## src/rtl/booth_csa_reducer_pkg.sv

```systemverilog
// Shared types, constants and elaboration helpers for the radix-4 Booth
// multiplier front end (package mul_pkg).
// Optional feature macro: MUL_ACCUM_EN. This package does not depend on it.
package mul_pkg;

  localparam int N_IN  = 32;
  localparam int N_OUT = 2 * N_IN;
  localparam int N_PP  = 17;

  typedef logic [N_OUT-1:0] pp_t;

  typedef enum logic [2:0] {
    ZERO,
    POS1,
    POS2,
    NEG1,
    NEG2
  } booth_dig_t;

  // Each partial product carries an inverted sign bit at 34+2j. The
  // constant below removes the 2^(34+2j) bias that this adds, summed over
  // all rows and truncated to 64 bits. Rows 15 and 16 put the bias at or
  // above bit 64, so only rows 0..14 contribute.
  localparam pp_t SE_CORR = 64'hAAAA_AAAC_0000_0000;

  // Decodes one overlapping triplet {b[2j+1], b[2j], b[2j-1]} into a digit.
  function automatic booth_dig_t booth_decode(input logic [2:0] t);
    booth_dig_t d;
    case (t)
      3'b001, 3'b010: d = POS1;
      3'b011:         d = POS2;
      3'b100:         d = NEG2;
      3'b101, 3'b110: d = NEG1;
      default:        d = ZERO;
    endcase
    return d;
  endfunction

  // Row count after one level of 3:2 compressors.
  function automatic int csa_next(input int n);
    return 2 * (n / 3) + (n % 3);
  endfunction

  // Number of compressor levels needed to get from n rows down to target.
  function automatic int csa_depth(input int n, input int target);
    int m;
    int d;
    m = n;
    d = 0;
    for (int i = 0; i < 16; i++) begin
      if (m > target) begin
        m = csa_next(m);
        d++;
      end
    end
    return d;
  endfunction

  // Row count after lvl compressor levels.
  function automatic int csa_count(input int n, input int lvl);
    int m;
    m = n;
    for (int i = 0; i < lvl; i++) m = csa_next(m);
    return m;
  endfunction

endpackage

```

## src/rtl/booth_csa_reducer_if.sv

```systemverilog
// Operand / redundant-result bus of booth_csa_reducer.
// Optional feature macro: MUL_ACCUM_EN adds the 64-bit addend C.
//
// Handshake: a beat moves on a rising edge where valid && ready. The
// producer holds valid and its data stable until that edge; ready may
// depend combinationally on the downstream ready. The same rule applies
// to in_valid/in_ready and out_valid/out_ready.
interface booth_csa_reducer_if;
  import mul_pkg::*;

  logic            in_valid;
  logic            in_ready;
  logic [N_IN-1:0] A;
  logic [N_IN-1:0] B;
  logic            is_signed;
`ifdef MUL_ACCUM_EN
  pp_t             C;
`endif
  logic            out_valid;
  logic            out_ready;
  pp_t             Sum;
  pp_t             Carry;
  logic            Ci;

  modport master (
    output in_valid, A, B, is_signed, out_ready,
`ifdef MUL_ACCUM_EN
    output C,
`endif
    input  in_ready, out_valid, Sum, Carry, Ci
  );

  modport slave (
    input  in_valid, A, B, is_signed, out_ready,
`ifdef MUL_ACCUM_EN
    input  C,
`endif
    output in_ready, out_valid, Sum, Carry, Ci
  );

endinterface

```

## src/rtl/booth_csa_reducer_csa.sv

```systemverilog
// One carry-save 3:2 row: bitwise full adders. The carry is returned
// unshifted; the caller moves it up one bit.
module csa_3_2
  import mul_pkg::*;
#(
  parameter int W = N_OUT
) (
  input  logic [W-1:0] a_i,
  input  logic [W-1:0] b_i,
  input  logic [W-1:0] c_i,
  output logic [W-1:0] sum_o,
  output logic [W-1:0] carry_o
);

  assign sum_o   = a_i ^ b_i ^ c_i;
  assign carry_o = (a_i & b_i) | (a_i & c_i) | (b_i & c_i);

endmodule

```

## src/rtl/booth_csa_reducer.sv

```systemverilog
// Radix-4 Booth partial-product generator and carry-save reduction tree,
// three register stages, valid/ready on both sides. Produces Sum, Carry
// and Ci with Sum + Carry + Ci == A*B (+ C) mod 2^64.
// Optional feature macro: MUL_ACCUM_EN adds C as one extra tree row.
module booth_csa_reducer
  import mul_pkg::*;
(
  input  logic               clk,
  input  logic               rst,
  booth_csa_reducer_if.slave bus
);

`ifdef MUL_ACCUM_EN
  localparam int ACC_ROWS = 1;
`else
  localparam int ACC_ROWS = 0;
`endif
  // PP rows + packed neg bits + sign-correction constant (+ addend).
  localparam int S2_IN    = N_PP + 2 + ACC_ROWS;
  localparam int S2_DEPTH = csa_depth(S2_IN, 6);
  localparam int S2_OUT   = csa_count(S2_IN, S2_DEPTH);
  localparam int S3_DEPTH = csa_depth(S2_OUT, 2);

  // ---------------- pipeline control ----------------
  logic v1_q, v2_q, v3_q;
  logic en1, en2, en3;

  // A stage loads when it is empty or its contents move on this cycle.
  assign en3 = !v3_q || bus.out_ready;
  assign en2 = !v2_q || en3;
  assign en1 = !v1_q || en2;
  assign bus.in_ready = en1;

  // Valid bits shift whenever their stage loads.
  always_ff @(posedge clk) begin
    if (rst) begin
      v1_q <= 1'b0;
      v2_q <= 1'b0;
      v3_q <= 1'b0;
    end else begin
      if (en1) v1_q <= bus.in_valid;
      if (en2) v2_q <= v1_q;
      if (en3) v3_q <= v2_q;
    end
  end

  // ---------------- S1: Booth encode and PP select ----------------
  logic [33:0]     a34;
  logic [33:0]     b34;
  logic [34:0]     bx;
  logic [34:0]     pp_d [N_PP];
  logic [N_PP-1:0] neg_d;

  assign a34 = {{2{bus.is_signed & bus.A[N_IN-1]}}, bus.A};
  assign b34 = {{2{bus.is_signed & bus.B[N_IN-1]}}, bus.B};
  assign bx  = {b34, 1'b0};

  for (genvar j = 0; j < N_PP; j++) begin : g_booth
    booth_dig_t  dig;
    logic        neg;
    logic [33:0] mag;
    logic [33:0] p;
    assign dig = booth_decode(bx[2*j+2:2*j]);
    assign neg = (dig == NEG1) || (dig == NEG2);
    assign mag = ((dig == POS1) || (dig == NEG1)) ? a34 :
                 ((dig == POS2) || (dig == NEG2)) ? {a34[32:0], 1'b0} : '0;
    // Negative digits: one's complement here, +1 enters as neg bit at 2j.
    assign p        = neg ? ~mag : mag;
    assign pp_d[j]  = {~p[33], p};
    assign neg_d[j] = neg;
  end

  logic [34:0]     pp_q [N_PP];
  logic [N_PP-1:0] neg_q;
`ifdef MUL_ACCUM_EN
  pp_t             c_q;
`endif

  // S1 data register: unshifted PP rows and digit sign bits.
  always_ff @(posedge clk) begin
    if (en1 && bus.in_valid) begin
      pp_q  <= pp_d;
      neg_q <= neg_d;
`ifdef MUL_ACCUM_EN
      c_q   <= bus.C;
`endif
    end
  end

  // ---------------- S2: first compressor levels ----------------
  pp_t negv;

  // neg_0 goes out as Ci; neg_1..neg_16 share one row since bits 2j never overlap.
  always_comb begin
    negv = '0;
    for (int j = 1; j < N_PP; j++) negv[2*j] = neg_q[j];
  end

  pp_t s2_lvl [S2_DEPTH+1][S2_IN];

  for (genvar j = 0; j < N_PP; j++) begin : g_s2_row
    assign s2_lvl[0][j] = pp_t'(pp_q[j]) << (2 * j);
  end
  assign s2_lvl[0][N_PP]   = negv;
  assign s2_lvl[0][N_PP+1] = SE_CORR;
`ifdef MUL_ACCUM_EN
  assign s2_lvl[0][N_PP+2] = c_q;
`endif

  for (genvar l = 0; l < S2_DEPTH; l++) begin : g_s2_lvl
    localparam int NI = csa_count(S2_IN, l);
    localparam int NC = NI / 3;
    localparam int NO = csa_next(NI);
    for (genvar o = 0; o < S2_IN; o++) begin : g_out
      if ((o < 2 * NC) && ((o % 2) == 0)) begin : g_csa
        pp_t s;
        pp_t c;
        csa_3_2 #(.W(N_OUT)) u_csa (
          .a_i    (s2_lvl[l][3*(o/2)]),
          .b_i    (s2_lvl[l][3*(o/2)+1]),
          .c_i    (s2_lvl[l][3*(o/2)+2]),
          .sum_o  (s),
          .carry_o(c)
        );
        assign s2_lvl[l+1][o]   = s;
        assign s2_lvl[l+1][o+1] = c << 1;
      end else if ((o >= 2 * NC) && (o < NO)) begin : g_pass
        assign s2_lvl[l+1][o] = s2_lvl[l][3*NC + o - 2*NC];
      end else if (o >= NO) begin : g_zero
        assign s2_lvl[l+1][o] = '0;
      end
    end
  end

  pp_t  s2_q [S2_OUT];
  logic ci2_q;

  // S2 data register: at most six partially reduced rows plus Ci.
  always_ff @(posedge clk) begin
    if (en2 && v1_q) begin
      for (int i = 0; i < S2_OUT; i++) s2_q[i] <= s2_lvl[S2_DEPTH][i];
      ci2_q <= neg_q[0];
    end
  end

  // ---------------- S3: reduce to Sum / Carry ----------------
  pp_t s3_lvl [S3_DEPTH+1][S2_OUT];

  for (genvar i = 0; i < S2_OUT; i++) begin : g_s3_row
    assign s3_lvl[0][i] = s2_q[i];
  end

  for (genvar l = 0; l < S3_DEPTH; l++) begin : g_s3_lvl
    localparam int NI = csa_count(S2_OUT, l);
    localparam int NC = NI / 3;
    localparam int NO = csa_next(NI);
    for (genvar o = 0; o < S2_OUT; o++) begin : g_out
      if ((o < 2 * NC) && ((o % 2) == 0)) begin : g_csa
        pp_t s;
        pp_t c;
        csa_3_2 #(.W(N_OUT)) u_csa (
          .a_i    (s3_lvl[l][3*(o/2)]),
          .b_i    (s3_lvl[l][3*(o/2)+1]),
          .c_i    (s3_lvl[l][3*(o/2)+2]),
          .sum_o  (s),
          .carry_o(c)
        );
        assign s3_lvl[l+1][o]   = s;
        assign s3_lvl[l+1][o+1] = c << 1;
      end else if ((o >= 2 * NC) && (o < NO)) begin : g_pass
        assign s3_lvl[l+1][o] = s3_lvl[l][3*NC + o - 2*NC];
      end else if (o >= NO) begin : g_zero
        assign s3_lvl[l+1][o] = '0;
      end
    end
  end

  pp_t  sum_q;
  pp_t  carry_q;
  logic ci3_q;

  // Output register: held while out_valid && !out_ready.
  always_ff @(posedge clk) begin
    if (rst) begin
      sum_q   <= '0;
      carry_q <= '0;
      ci3_q   <= 1'b0;
    end else if (en3 && v2_q) begin
      sum_q   <= s3_lvl[S3_DEPTH][0];
      carry_q <= s3_lvl[S3_DEPTH][1];
      ci3_q   <= ci2_q;
    end
  end

  assign bus.out_valid = v3_q;
  assign bus.Sum       = sum_q;
  assign bus.Carry     = carry_q;
  assign bus.Ci        = ci3_q;

endmodule
```

## src/flat_wrapper.sv

```systemverilog
// flat-port wrapper written by rule: the top's interface ports become plain ports
module booth_csa_reducer_flat import mul_pkg::*;
  (clk, rst, bus_in_valid, bus_A, bus_B, bus_is_signed, bus_out_ready, bus_in_ready, bus_out_valid, bus_Sum, bus_Carry, bus_Ci);
  booth_csa_reducer_if bus_i ();
  input  logic clk;
  input  logic rst;
  input wire logic [$bits(bus_i.in_valid)-1:0] bus_in_valid;
  input wire logic [$bits(bus_i.A)-1:0] bus_A;
  input wire logic [$bits(bus_i.B)-1:0] bus_B;
  input wire logic [$bits(bus_i.is_signed)-1:0] bus_is_signed;
  input wire logic [$bits(bus_i.out_ready)-1:0] bus_out_ready;
  output wire logic [$bits(bus_i.in_ready)-1:0] bus_in_ready;
  output wire logic [$bits(bus_i.out_valid)-1:0] bus_out_valid;
  output wire logic [$bits(bus_i.Sum)-1:0] bus_Sum;
  output wire logic [$bits(bus_i.Carry)-1:0] bus_Carry;
  output wire logic [$bits(bus_i.Ci)-1:0] bus_Ci;
  assign bus_i.in_valid = bus_in_valid;
  assign bus_i.A = bus_A;
  assign bus_i.B = bus_B;
  assign bus_i.is_signed = bus_is_signed;
  assign bus_i.out_ready = bus_out_ready;
  assign bus_in_ready = bus_i.in_ready;
  assign bus_out_valid = bus_i.out_valid;
  assign bus_Sum = bus_i.Sum;
  assign bus_Carry = bus_i.Carry;
  assign bus_Ci = bus_i.Ci;
  booth_csa_reducer u_core (.clk(clk), .rst(rst), .bus(bus_i));
endmodule
```

## config.mk

```make
export PLATFORM = sky130hd
export DESIGN_NAME = booth_csa_reducer_flat
export DESIGN_NICKNAME = d
export VERILOG_FILES = /design/src/rtl/booth_csa_reducer_pkg.sv /design/src/rtl/booth_csa_reducer_if.sv /design/src/rtl/booth_csa_reducer_csa.sv /design/src/rtl/booth_csa_reducer.sv /design/src/flat_wrapper.sv
export SDC_FILE = /design/constraint.sdc
export NUM_CORES = 2
export LEC_CHECK = 0
export ABC_CLOCK_PERIOD_IN_PS = 40000
export CAP_MARGIN = 20
export CORE_MARGIN = 10
export CORE_UTILIZATION = 45
export DETAILED_ROUTE_END_ITERATION = 10
export PLACE_DENSITY_LB_ADDON = 0.08
export REMOVE_ABC_BUFFERS = 1
export SYNTH_ARGS = -nofsm -noshare
export SYNTH_HDL_FRONTEND = slang
export SYNTH_SLANG_ARGS = --single-unit
```

## constraint.sdc

```tcl
create_clock -name clk -period 40 [get_ports clk]
set_clock_uncertainty 0.05 [all_clocks]
set_input_delay 6 -clock clk [delete_from_list [all_inputs] [get_ports clk]]
set_output_delay 6 -clock clk [all_outputs]
set_load 0.05 [all_outputs]
```

==> flow_summary.html <==
<table>
<tr><th>Metric</th><th>Value</th></tr>
<tr><th colspan="2">CTS</th></tr>
<tr><td>Post-CTS setup repair buffer count</td><td>0</td></tr>
<tr><td>Clock sink total</td><td>1000</td></tr>
<tr><td>Bufs on Longest Clock Path</td><td>3</td></tr>
<tr><td>Skew-Pair Late Insertion Delay</td><td>0.76 ns</td></tr>
<tr><td>CTS tree</td><td>built</td></tr>
<tr><td>Number of hold-repair buffers added at the cts stage</td><td>0</td></tr>
<tr><td>Clock root buffer</td><td>clkbuf_16</td></tr>
<tr><td>TritonCTS buffer count</td><td>117</td></tr>
<tr><td>Post-cts gate resize count</td><td>0</td></tr>
<tr><td>Clock-pin slew of the registers on the worst-case setup and hold paths</td><td>0.06 ns</td></tr>
<tr><td>H-tree depth</td><td>3</td></tr>
<tr><th colspan="2">STA</th></tr>
<tr><td>Post-route clock period utilization</td><td>35.0%</td></tr>
<tr><td>Hold Fails Final Rpt</td><td>0</td></tr>
<tr><td>Worst rel slew slack</td><td>21.7%</td></tr>
<tr><td>Final critical delay including setup and external delays</td><td>13.99 ns</td></tr>
<tr><td>Final count of pins violating max slew</td><td>0</td></tr>
<tr><td>Worst setup margin</td><td>26.01 ns</td></tr>
<tr><td>Setup TNS after final layout</td><td>0 ns</td></tr>
<tr><td>Setup violations, final</td><td>0</td></tr>
<tr><td>Unrepaired setup endpoints after global routing</td><td>no</td></tr>
<tr><td>Transition time at the pin with the least slew margin</td><td>1.17 ns</td></tr>
<tr><td>Max Freq</td><td>0.0715 GHz</td></tr>
<tr><th colspan="2">Placed design</th></tr>
<tr><td>RD Place Congestion</td><td>0.829</td></tr>
<tr><td>Detailed placer's ending HPWL</td><td>110 mm</td></tr>
<tr><td>Post-Place Worst Slack</td><td>25.97 ns</td></tr>
<tr><td>Number of port buffers</td><td>193</td></tr>
<tr><th colspan="2">Global routing</th></tr>
<tr><td>Via count of the first global-routing pass</td><td>38.2k</td></tr>
<tr><td>Pin count of the biggest net entering global routing</td><td>82</td></tr>
<tr><td>Number of antenna violations at the first check in global routing</td><td>16</td></tr>
<tr><td>Total routing usage reported by global routing</td><td>23.3%</td></tr>
<tr><td>Global route total overflow</td><td>0</td></tr>
<tr><td>Wire length of the first global-routing pass</td><td>254 mm</td></tr>
<tr><th colspan="2">Route</th></tr>
<tr><td>Count of vias placed by the detailed router</td><td>37.6k</td></tr>
<tr><td>Number of DRC markers in iteration 0</td><td>3350</td></tr>
<tr><td>Number of detailed-routing iterations run before antenna repair</td><td>6</td></tr>
<tr><td>DRT antenna net count</td><td>0</td></tr>
<tr><td>Total wire length</td><td>172 mm</td></tr>
<tr><td>Via-to-Cell Ratio</td><td>5.56</td></tr>
<tr><td>Wire length per cell after detailed routing</td><td>25.5 µm</td></tr>
<tr><td># DRC</td><td>0</td></tr>
<tr><th colspan="2">Power</th></tr>
<tr><td>Clock power frac</td><td>28.2%</td></tr>
<tr><td>Leakage power figure</td><td>26.0 nW</td></tr>
<tr><td>Power per Cell Area</td><td>58.5 nW/µm²</td></tr>
<tr><td>Switching share of power</td><td>34.1%</td></tr>
<tr><td>Sequential share of power</td><td>37.8%</td></tr>
<tr><td>Worst IR drop on VDD</td><td>0.0000418 V</td></tr>
<tr><td>Comb pwr share</td><td>34.0%</td></tr>
<tr><td>Net switching component of the power</td><td>1.32 mW</td></tr>
<tr><td>Internal power summed over all cells</td><td>2.55 mW</td></tr>
<tr><th colspan="2">Synthesis</th></tr>
<tr><td>Top FF cell, synth</td><td>edfxtp_1</td></tr>
<tr><td>Count of cell types in the netlist</td><td>53</td></tr>
<tr><td>Total of flip-flops plus latches after synthesis</td><td>1000</td></tr>
<tr><td>Fraction of synthesis flops using an asynchronous set or reset pin</td><td>0%</td></tr>
<tr><td>Cell area after technology mapping</td><td>59000 µm²</td></tr>
<tr><td>Dominant cell type by area after synthesis</td><td>edfxtp_1</td></tr>
<tr><td>Synthesized netlist cell count</td><td>4911</td></tr>
<tr><td>Number of synthesized flops with an enable pin</td><td>874</td></tr>
<tr><td>Synthesized area per cell</td><td>12.0 µm²</td></tr>
<tr><td>Leading post-synthesis cells by instance count</td><td>edfxtp_1, inv_1, xor2_1, fa_1, a22oi_1</td></tr>
<tr><td>Most frequent cell after synthesis</td><td>edfxtp_1</td></tr>
<tr><td>Warnings, synthesis</td><td>0</td></tr>
<tr><td>Post-synthesis sequential area ratio</td><td>48.8%</td></tr>
<tr><td>Synth top area share</td><td>44.5%</td></tr>
<tr><td>Top area cells in the synthesized netlist</td><td>edfxtp_1, fa_1, xor2_1</td></tr>
<tr><th colspan="2">Critical path</th></tr>
<tr><td>Most Frequent Cell on Critical Path</td><td>clkdlybuf4s50_1</td></tr>
<tr><td>Kind of critical path</td><td>primary input to output port</td></tr>
<tr><td>Depth of the critical timing path with buffers and inverters included</td><td>4</td></tr>
<tr><td>CP cell instances</td><td>clkdlybuf4s50_1, nor2b_1, nand3_1, clkdlybuf4s50_1</td></tr>
<tr><td>Required arrival time at the worst endpoint</td><td>33.95 ns</td></tr>
<tr><td>Critical path's top delay family</td><td>buffers and inverters</td></tr>
<tr><td>Stage delay of the slowest cell on the critical path</td><td>0.75 ns</td></tr>
<tr><td>Slowest stage cell on the critical path</td><td>clkdlybuf4s50_1</td></tr>
<tr><td>Number of buffers and inverters on the critical path</td><td>2</td></tr>
<tr><td>Worst Setup End Kind</td><td>output port</td></tr>
<tr><td>Crit start category</td><td>primary input</td></tr>
<tr><td>Worst-path fanout max</td><td>7</td></tr>
<tr><td>Crit path DAT</td><td>7.94 ns</td></tr>
<tr><td>Worst R2R Path Depth</td><td>5</td></tr>
<tr><th colspan="2">Run status</th></tr>
<tr><td>Result of the run</td><td>completed</td></tr>
<tr><th colspan="2">Die</th></tr>
<tr><td>Cell Rows</td><td>132</td></tr>
<tr><td>Die boundary height</td><td>382 µm</td></tr>
<tr><td>Initial standard-cell utilization of the core</td><td>45.4%</td></tr>
<tr><td>Overall die width</td><td>382 µm</td></tr>
<tr><td>Core Footprint</td><td>130000 µm²</td></tr>
<tr><td>Die outline area</td><td>146000 µm²</td></tr>
<tr><td>I/O pins</td><td>200</td></tr>
<tr><th colspan="2">Finish</th></tr>
<tr><td>Layout Area Growth over Synthesis</td><td>12.0%</td></tr>
<tr><td>Number of nets in the layout</td><td>5654</td></tr>
<tr><td>Layout cell share with drive strength beyond 1</td><td>8.00%</td></tr>
<tr><th colspan="2">Flow run</th></tr>
<tr><td>Reported max-cap violation count</td><td>0</td></tr>
<tr><th colspan="2">Worst hold path</th></tr>
<tr><td>Hold Path Stages</td><td>0</td></tr>
<tr><td>Class of the tightest hold or removal check</td><td>flip-flop to flip-flop</td></tr>
</table>
## layout by cell type, fill, tap and decap left out, types with 7 or more instances in the layout
| cell type | instances |
|---|---|
| xor2_1 | 500 |
| a21boi_0 | 12 |
| nand3_1 | 15 |
| edfxtp_1 | 874 |
| clkbuf_1 | 40 |
| ha_1 | 196 |
| o311ai_0 | 12 |
| nor2_4 | 14 |
| o31ai_1 | 31 |
| clkdlybuf4s50_1 | 146 |
| fa_1 | 479 |
| buf_4 | 109 |
| xnor2_1 | 9 |
| conb_1 | 7 |
| inv_1 | 654 |
| a221o_1 | 38 |
| clkbuf_8 | 19 |
| dfxtp_1 | 126 |
| a211oi_1 | 13 |
| and2_1 | 46 |
| a21oi_1 | 154 |
| xor2_2 | 12 |
| o21ai_0 | 372 |
| clkinv_1 | 9 |
| nand2_1 | 310 |
| diode_2 | 9 |
| nor2_1 | 133 |
| buf_2 | 46 |
| clkinv_2 | 18 |
| or2_2 | 13 |
| clkbuf_16 | 121 |
| bufinv_16 | 7 |
| nand2_2 | 11 |
| a22oi_1 | 411 |
## metrics by stage
step	total power, mW	hold WS [ns]	instances	utilization, %	cell area, µm²
finish	3.87	0.367	6764	50.9	66100
global route	4.14	0.375	6758	50.9	66100
CTS	3.93	0.368	6751	50.8	66000
detailed placement	2.82	0.356	6528	47.8	62100
global placement	2.80	0.354	6528	47.8	62100
floorplan	2.32	0.350	4485	-	57100
## sequential cells by signal, summed over array words and instances (netlist names)
name	cells
u_core.s2_q	265
u_core.bus.Sum	64
u_core.neg_q	17
u_core.ci2_q	1
u_core.pp_q	591
u_core.v1_q	1
u_core.bus.Carry	58
u_core.bus.out_valid	1
u_core.bus.Ci	1
u_core.v2_q	1
## logic make-up after synthesis
group	after synthesis	share of synthesized area (%)
AO/OA/AOI/OAI	1062	11.6
multiplexers	2	0.0339
buffers and inverters	1088	7.47
XOR/XNOR	522	7.75
AND/OR/NAND/NOR	560	3.96
flip-flops	1000	48.8
other	1	0.00636
adder cells (fa/ha/maj)	676	20.4
## layout make-up
cell class	count	area, µm²
repair buffers	305	2600
flip-flops and latches	1000	28800
well taps	1742	2180
clock buffers	180	3440
fillers	11500	63700
clock inverters	43	462
multi-input cells	2829	26100
inverters	656	2460
diodes	9	22.5
## routing by layer
metal	GRT usage, %	vias up	part of all wire (%)
met5	0	-	0.052
met4	8.30	14	3.4
met3	4.86	349	7.8
met2	37.5	1475	47
met1	31.1	19200	41
li1	-	16600	-
## path summary, 6_finish.rpt
kind	startpoint	endpoint	slack, ns
worst max-delay path	bus_out_ready	bus_in_ready	26.01
worst min register to register	u_core.pp_q[561]	u_core.s2_q[0][1]	0.37
worst min-delay path	u_core.pp_q[561]	u_core.s2_q[0][1]	0.37
worst max register to register	u_core.bus.out_valid	u_core.pp_q[44]	35.97
## power by group through the flow
stage | logic [mW] | clock network [mW] | registers [mW]
2_1_floorplan | 0.729 | 0 | 1.59
3_3_place_gp | 1.32 | 0 | 1.48
3_5_place_dp | 1.34 | 0 | 1.49
4_1_cts | 1.35 | 1.11 | 1.46
5_1_grt | 1.51 | 1.15 | 1.48
6_report | 1.31 | 1.09 | 1.46
Power figures use the tool's default switching activity.
